$ cat config.mk
export PLATFORM = sky130hd
export DESIGN_NAME = wb_addr_router
export DESIGN_NICKNAME = d
export VERILOG_FILES = /design/src/rtl/wb_router_pkg.sv /design/src/rtl/wb_router_dbg_regs.sv /design/src/rtl/wb_addr_router.sv
export SDC_FILE = /design/constraint.sdc
export NUM_CORES = 1
export LEC_CHECK = 0
export ABC_CLOCK_PERIOD_IN_PS = 2000
export BUFFER_PORTS_ARGS = -buffer_cell sky130_fd_sc_hd__clkbuf_2
export CORE_ASPECT_RATIO = 1.4
export CORE_MARGIN = 2
export CORE_UTILIZATION = 44
export CTS_CLUSTER_SIZE = 28
export DETAILED_ROUTE_END_ITERATION = 6
export PLACE_DENSITY = 0.76
export REMOVE_ABC_BUFFERS = 1
export SETUP_SLACK_MARGIN = 0.15
export SLEW_MARGIN = 20
export SYNTH_ARGS = -nofsm -noshare
export SYNTH_HDL_FRONTEND = slang
export SYNTH_SLANG_ARGS = --single-unit
$ cat constraint.sdc
create_clock -name wb_clk_i -period 2 [get_ports wb_clk_i]
set_input_delay 0.3 -clock wb_clk_i [delete_from_list [all_inputs] [get_ports wb_clk_i]]
set_output_delay 0.3 -clock wb_clk_i [all_outputs]
set_load 0.01 [all_outputs]
$ cat src/rtl/wb_router_pkg.sv
// Shared types and constants for the Wishbone address router.
// Holds the FSM state encoding, bus widths, the default error word and a clog2 helper.
package wb_router_pkg;

   localparam int WB_DW = 32;
   localparam int WB_AW = 32;

   localparam logic [31:0] ERR_DATA_DEF = 32'hDEAD_BEEF;

   typedef enum logic [1:0] {
      ST_IDLE = 2'd0,
      ST_DBG  = 2'd1,
      ST_FWD  = 2'd2,
      ST_RESP = 2'd3
   } state_t;

   // Ceiling log2 for elaboration-time sizing; returns 0 for values of 0 or 1.
   function automatic int clog2(input int value);
      int res;
      res = 0;
      for (int i = 0; i < 31; i++) begin
         if ((32'd1 << i) < 32'(value)) begin
            res = i + 1;
         end
      end
      return res;
   endfunction

endpackage

$ cat src/rtl/wb_router_dbg_regs.sv
// Debug register bank for the router: DEPTH 32-bit registers with
// byte-enable writes and a combinational indexed read port.
module wb_router_dbg_regs
   import wb_router_pkg::*;
#(
   parameter int DEPTH = 2,
   parameter int AW    = 1
) (
   input  logic             clk,
   input  logic             rst_n,
   input  logic             wr_en,
   input  logic [AW-1:0]    idx,
   input  logic [3:0]       sel,
   input  logic [WB_DW-1:0] wdata,
   output logic [WB_DW-1:0] rdata
);

   logic [WB_DW-1:0] regs_r [DEPTH];

   // Register storage: cleared on reset, byte-lane writes otherwise.
   always_ff @(posedge clk) begin
      if (!rst_n) begin
         for (int k = 0; k < DEPTH; k++) begin
            regs_r[k] <= '0;
         end
      end else if (wr_en) begin
         for (int b = 0; b < 4; b++) begin
            if (sel[b]) begin
               regs_r[idx][8*b +: 8] <= wdata[8*b +: 8];
            end
         end
      end
   end

   assign rdata = regs_r[idx];

endmodule

$ cat src/rtl/wb_addr_router.sv
// Wishbone address router: one slave port fanned out to N_CH user channels plus a
// debug register bank at the top of the window. Optional watchdog: WB_ROUTER_TIMEOUT_EN.
module wb_addr_router
   import wb_router_pkg::*;
#(
   parameter int          N_CH       = 4,
   parameter logic [31:0] WIN_BASE   = 32'h3000_0000,
   parameter int          WIN_BITS   = 20,
   parameter int          DEBUG_REGS = 2,
   parameter int          TIMEOUT    = 255,
   parameter logic [31:0] ERR_DATA   = ERR_DATA_DEF
) (
   input  logic                  wb_clk_i,
   input  logic                  wb_rst_ni,
   input  logic                  wbs_cyc_i,
   input  logic                  wbs_stb_i,
   input  logic                  wbs_we_i,
   input  logic [3:0]            wbs_sel_i,
   input  logic [WB_AW-1:0]      wbs_adr_i,
   input  logic [WB_DW-1:0]      wbs_dat_i,
   output logic                  wbs_ack_o,
   output logic [WB_DW-1:0]      wbs_dat_o,
   output logic [N_CH-1:0]       s_cyc_o,
   output logic                  s_stb_o,
   output logic                  s_we_o,
   output logic [3:0]            s_sel_o,
   output logic [WB_AW-1:0]      s_adr_o,
   output logic [WB_DW-1:0]      s_dat_o,
   input  logic [N_CH-1:0]       s_ack_i,
   input  logic [WB_DW*N_CH-1:0] s_dat_i,
   output logic                  timeout_o
);

   localparam int CH_W   = (N_CH > 1) ? clog2(N_CH) : 1;
   localparam int DBG_AW = clog2(DEBUG_REGS);

   state_t             state_r, state_nxt;
   logic [N_CH-1:0]    cyc_r, cyc_nxt;
   logic               stb_r, stb_nxt;
   logic               we_r, we_nxt;
   logic [3:0]         sel_r, sel_nxt;
   logic [WB_AW-1:0]   adr_r, adr_nxt;
   logic [WB_DW-1:0]   wdat_r, wdat_nxt;
   logic               ack_r, ack_nxt;
   logic [WB_DW-1:0]   rdat_r, rdat_nxt;
   logic               tmo_r, tmo_nxt;
   logic [CH_W-1:0]    ch_r, ch_nxt;
   logic [DBG_AW-1:0]  idx_r, idx_nxt;
`ifdef WB_ROUTER_TIMEOUT_EN
   logic [15:0]        cnt_r, cnt_nxt;
`endif

   logic               win_hit_s;
   logic               dbg_hit_s;
   logic [DBG_AW-1:0]  dbg_idx_s;
   logic [CH_W-1:0]    ch_s;
   logic               slv_ack_s;
   logic               dbg_wr_s;
   logic [WB_DW-1:0]   dbg_rdata_s;
   logic [WB_DW-1:0]   slv_dat_s [N_CH];

   assign win_hit_s = (wbs_adr_i[WB_AW-1:WIN_BITS] == WIN_BASE[WB_AW-1:WIN_BITS]);
   assign dbg_hit_s = win_hit_s && (&wbs_adr_i[WIN_BITS-1:2+DBG_AW]);
   assign dbg_idx_s = wbs_adr_i[2+DBG_AW-1:2];

   if (N_CH > 1) begin : g_ch_dec
      assign ch_s = wbs_adr_i[WIN_BITS-1 -: CH_W];
   end else begin : g_ch_one
      assign ch_s = 1'b0;
   end

   for (genvar k = 0; k < N_CH; k++) begin : g_slv_dat
      assign slv_dat_s[k] = s_dat_i[WB_DW*k +: WB_DW];
   end

   assign slv_ack_s = s_ack_i[ch_r];

   wb_router_dbg_regs #(
      .DEPTH (DEBUG_REGS),
      .AW    (DBG_AW)
   ) u_dbg_regs (
      .clk   (wb_clk_i),
      .rst_n (wb_rst_ni),
      .wr_en (dbg_wr_s),
      .idx   (idx_r),
      .sel   (sel_r),
      .wdata (wdat_r),
      .rdata (dbg_rdata_s)
   );

   // Next-state and next-output logic for the request/response sequence.
   always_comb begin
      state_nxt = state_r;
      cyc_nxt   = cyc_r;
      stb_nxt   = stb_r;
      we_nxt    = we_r;
      sel_nxt   = sel_r;
      adr_nxt   = adr_r;
      wdat_nxt  = wdat_r;
      ack_nxt   = 1'b0;
      rdat_nxt  = rdat_r;
      tmo_nxt   = 1'b0;
      ch_nxt    = ch_r;
      idx_nxt   = idx_r;
      dbg_wr_s  = 1'b0;
`ifdef WB_ROUTER_TIMEOUT_EN
      cnt_nxt   = cnt_r;
`endif
      case (state_r)
         ST_IDLE: begin
            if (wbs_cyc_i && wbs_stb_i && win_hit_s) begin
               we_nxt   = wbs_we_i;
               sel_nxt  = wbs_sel_i;
               adr_nxt  = wbs_adr_i;
               wdat_nxt = wbs_dat_i;
               idx_nxt  = dbg_idx_s;
               ch_nxt   = ch_s;
               if (dbg_hit_s) begin
                  state_nxt = ST_DBG;
                  stb_nxt   = 1'b0;
               end else begin
                  state_nxt = ST_FWD;
                  stb_nxt   = 1'b1;
                  for (int k = 0; k < N_CH; k++) begin
                     cyc_nxt[k] = (CH_W'(k) == ch_s);
                  end
`ifdef WB_ROUTER_TIMEOUT_EN
                  cnt_nxt = 16'd0;
`endif
               end
            end else begin
               state_nxt = ST_IDLE;
            end
         end
         ST_DBG: begin
            if (!wbs_cyc_i) begin
               state_nxt = ST_IDLE;
               we_nxt    = 1'b0;
               sel_nxt   = 4'h0;
               adr_nxt   = '0;
               wdat_nxt  = '0;
            end else begin
               dbg_wr_s = we_r;
               if (we_r) begin
                  rdat_nxt = rdat_r;
               end else begin
                  rdat_nxt = dbg_rdata_s;
               end
               ack_nxt   = 1'b1;
               state_nxt = ST_RESP;
            end
         end
         ST_FWD: begin
            if (!wbs_cyc_i) begin
               state_nxt = ST_IDLE;
               cyc_nxt   = '0;
               stb_nxt   = 1'b0;
               we_nxt    = 1'b0;
               sel_nxt   = 4'h0;
               adr_nxt   = '0;
               wdat_nxt  = '0;
            end else if (slv_ack_s) begin
               // Slave ack beats a watchdog expiry landing on the same edge.
               rdat_nxt  = slv_dat_s[ch_r];
               cyc_nxt   = '0;
               stb_nxt   = 1'b0;
               ack_nxt   = 1'b1;
               state_nxt = ST_RESP;
            end
`ifdef WB_ROUTER_TIMEOUT_EN
            else if (cnt_r == 16'(TIMEOUT)) begin
               rdat_nxt  = ERR_DATA;
               cyc_nxt   = '0;
               stb_nxt   = 1'b0;
               ack_nxt   = 1'b1;
               tmo_nxt   = 1'b1;
               state_nxt = ST_RESP;
            end else begin
               cnt_nxt = cnt_r + 16'd1;
            end
`else
            else begin
               state_nxt = ST_FWD;
            end
`endif
         end
         ST_RESP: begin
            state_nxt = ST_IDLE;
         end
         default: begin
            state_nxt = ST_IDLE;
            cyc_nxt   = '0;
            stb_nxt   = 1'b0;
         end
      endcase
   end

   // State and output registers with synchronous active-low reset.
   always_ff @(posedge wb_clk_i) begin
      if (!wb_rst_ni) begin
         state_r <= ST_IDLE;
         cyc_r   <= '0;
         stb_r   <= 1'b0;
         we_r    <= 1'b0;
         sel_r   <= 4'h0;
         adr_r   <= '0;
         wdat_r  <= '0;
         ack_r   <= 1'b0;
         rdat_r  <= '0;
         tmo_r   <= 1'b0;
         ch_r    <= '0;
         idx_r   <= '0;
`ifdef WB_ROUTER_TIMEOUT_EN
         cnt_r   <= 16'd0;
`endif
      end else begin
         state_r <= state_nxt;
         cyc_r   <= cyc_nxt;
         stb_r   <= stb_nxt;
         we_r    <= we_nxt;
         sel_r   <= sel_nxt;
         adr_r   <= adr_nxt;
         wdat_r  <= wdat_nxt;
         ack_r   <= ack_nxt;
         rdat_r  <= rdat_nxt;
         tmo_r   <= tmo_nxt;
         ch_r    <= ch_nxt;
         idx_r   <= idx_nxt;
`ifdef WB_ROUTER_TIMEOUT_EN
         cnt_r   <= cnt_nxt;
`endif
      end
   end

   assign wbs_ack_o = ack_r;
   assign wbs_dat_o = rdat_r;
   assign s_cyc_o   = cyc_r;
   assign s_stb_o   = stb_r;
   assign s_we_o    = we_r;
   assign s_sel_o   = sel_r;
   assign s_adr_o   = adr_r;
   assign s_dat_o   = wdat_r;
   assign timeout_o = tmo_r;

endmodule

==> results.toml <==
[run_status]
status = "completed"

[layout]
regArea_um2 = 4193
drive_above_1_share = 0.4542
syn2layout_area_growth_pct = 35.16
nFillCells = 1432
utilization = 0.6106
multiInputGateArea_um2 = 3497
final_area_um2 = 10630
final_nets = 1167
stdcell_count = 1208

[worst_setup_path]
crit_type = "flip-flop to flip-flop"
critPathLaunch = "state_r[0]"
critPathLaunchType = "flip-flop"
cp.required_ns = 2.32
reg2reg_from = "state_r[0]"
path_buf_inv = 2
cp_slowest_cell = "dfxtp_2"
path_cells = "inv_2 > ha_4 > nor2_1 > a21oi_1 > o21ai_1 > and2_4 > buf_12 > a22o_1"
critPathMaxFanout = 41
crit_path_end_kind = "flip-flop"
worstPathArrival_ns = 2.10
cp_top_family = "compound AO/OA/AOI/OAI gates"
critPathMaxStageDelay_ns = 0.36

[place]
dpl-instance-area_um2 = 9829
dp.cells = 1168
io_buffer_count = 311
dp_hpwl_um = 15550
place_congestion = 0.8083

[synthesis]
synth_top_area_share = 0.2878
ys_ff_latch = 177
synth_area_um2 = 7861
ys_seq_area_frac = 0.5322
synth_edf_count = 64
yosys.area.top_type = "dfxtp_1"
ys_top_cells_by_area = "dfxtp_1 29%, edfxtp_1 24%, mux4_2 9.5%"
synthArstFlopShare = 0
yosysWarnings = 0
synth.avg_cell_area_um2 = 12.17
synthCells = 646
synth_flop_cell = "dfxtp_1"
synthDistinctLibCells = 43

[grt]
grt_pass1_wl_um = 31530
grt_pass1_vias = 6406
antenna_found_initial = 1
grt_overflow = 0
grt_usage = 0.2173
grt_max_degree = 42

[sta]
rsz0062_at_grt = "false"
max_slew_margin = 0.6150
slew_viol_final = 0
setup_viol = 0
post-route-period-util = 0.8917
finalClockSkew_ns = 0.01073
period_needed_ns = 1.783
hold_viol = 0
worst_slew_pin_slew_ns = 0.5767
fmax_mhz = 560.7

[job]
maxCapViolCount = 0

[clock_tree]
hold_buffers = 0
clkTransAtPathRegs_ns = 0.07
cts.htree.levels = 4
clock_sinks = 177
clock-root-buffer = "clkbuf_16"
clk_latency_ns = 0.43
cts_tree = "yes"
numCtsBuffers = 17
cts_buffer_depth = 2

[power]
irDropWorstVdd_uv = 553.4
power.total_mw = 7.385
internal_power_mw = 5.682
p_sw_frac = 0.2307
switchingPower_mw = 1.704
power.share.sequential = 0.515
pwr-share-comb = 0.058
clockPowerShare = 0.428
cellPowerDensity_nw_per_um2 = 695.1
p_leak_nw = 4.613

[worst_hold_path]
min_from = "wbs_adr_i[0]"
min_path_type = "input pin to flip-flop"

[routing]
dr.pass1.iters = 4
vias = 6372
vias_per_cell = 5.275
wl_per_cell_um = 17.91
drt_iter0_markers = 219
finalWirelength_um = 21630
drc = 0
postRouteAntennaNets = 0

[floorplan]
die_x_um = 117.0
die_h_um = 162.2
floorplan.initialDensity = 0.4518
rows = 57
pin_count = 313
coreArea_um2 = 17400
die_area_um2 = 18970
-- state kept, by name (all words and copies together) (netlist names), 2 cells and up, named ones only --
register / flops
s_adr_o: 32
s_sel_o: 4
state_r: 2
s_dat_o: 32
ch_r: 2
s_cyc_o: 4
u_dbg_regs.regs_r: 64
wbs_dat_o: 32
-- worst paths after layout --
path | endpoint | slack (ns) | cells after the start
setup / recovery | s_dat_o[28] | 0.22 | 8
hold / removal | s_adr_o[0] | 0.08 | 2
setup reg to reg | s_dat_o[28] | 0.22 | 8
hold reg to reg | s_stb_o | 0.45 | 2
-- kinds of logic (layout without fill, tap and decap cells) --
| family | Yosys count | in the layout | synth area share |
|---|---|---|---|
| AOI/OAI and AO/OA | 109 | 109 | 0.1025 |
| adders and majority gates | 4 | 4 | 0.006367 |
| buffers and inverters | 64 | 389 | 0.03677 |
| DFF | 177 | 177 | 0.5322 |
| muxes | 100 | 100 | 0.1798 |
| other | 1 | 2 | 0.0004770 |
| and+or+nand+nor | 191 | 191 | 0.1418 |
-- placed cells by master (no fill, tap or decap), types with 3 or more instances in the layout --
cell type    n
clkbuf_16   21
nor2_1       3
clkbuf_2   311
buf_12       9
nand2_1     45
and3_1      74
dfxtp_1    108
nor2b_1     37
nand4_1      4
inv_2        3
inv_1        5
buf_4       23
inv_6        5
a22o_1      57
nand2b_1     3
o22ai_1      5
ha_4         3
edfxtp_1    64
mux4_2      33
o21ai_0     35
a21bo_4      4
dfxtp_2      4
inv_8        5
mux2i_1     66
-- synth_stat cells (8+ instances only) --
master,n
and3_1,74
nand2_1,48
buf_2,9
clkbuf_1,35
mux2i_1,67
edfxtp_1,64
nor2b_1,37
mux4_2,33
dfxtp_1,113
o21ai_0,35
a22o_1,57
inv_1,8
-- routing by layer --
metal  track usage  up-vias  wire length, µm
met3       0.04440       38             1091
met4       0.08503        0              538
met1        0.2456     3050             8436
met5             0        -                0
li1              -     3062                -
met2        0.3939      222            11570
-- worst reg2reg max path, stage by stage (launching register included) --
cell and delay (ns):
dfxtp_2 0.36, inv_2 0.08, ha_4 0.30, nor2_1 0.05, a21oi_1 0.13, o21ai_1 0.12, and2_4 0.20, buf_12 0.17
a22o_1 0.27
-- layout make-up --
cell class                      count  area share
Antenna cell                        1   0.0002355
Clock buffer                       17     0.04004
Clock inverter                     15     0.01260
Inverter                            8    0.002826
Multi-Input combinational cell    405      0.3291
Sequential cell                   177      0.3946
Tap cell                          236     0.02779
Timing Repair Buffer              349      0.1928
-- power groups by stage --
stage | Combinational, mW | Clock [mW] | Sequential, mW
2_1_floorplan | 0.139 | 0 | 3.88
3_3_place_gp | 0.412 | 0 | 3.88
3_5_place_dp | 0.421 | 0 | 3.88
4_1_cts | 0.425 | 3.23 | 3.80
5_1_grt | 0.467 | 3.38 | 3.80
6_report | 0.426 | 3.16 | 3.80
-- through the flow --
stage               setup TNS, ns  hold WS, ns  setup slack [ns]
global route                    0      0.05982            0.1508
floorplan                 -166.29       0.4257            -2.484
global placement           -8.230       0.4407           -0.1519
CTS                             0      0.06028            0.1005
detailed placement         -10.71       0.4387           -0.2022
finish                          0      0.07778            0.2165
-- repair_timing --
| action | 4_1_cts | 5_1_grt |
|---|---|---|
| pin swaps | 0 | 2 |
| endpoints found under the hold margin | 0 | 0 |
| endpoints found under the setup margin | 98 | 152 |
| cloned | 0 | 4 |
| buffers inserted | 0 | 3 |
| resized for setup | 5 | 19 |
No activity file was read; power rests on OpenSTA's default activity.
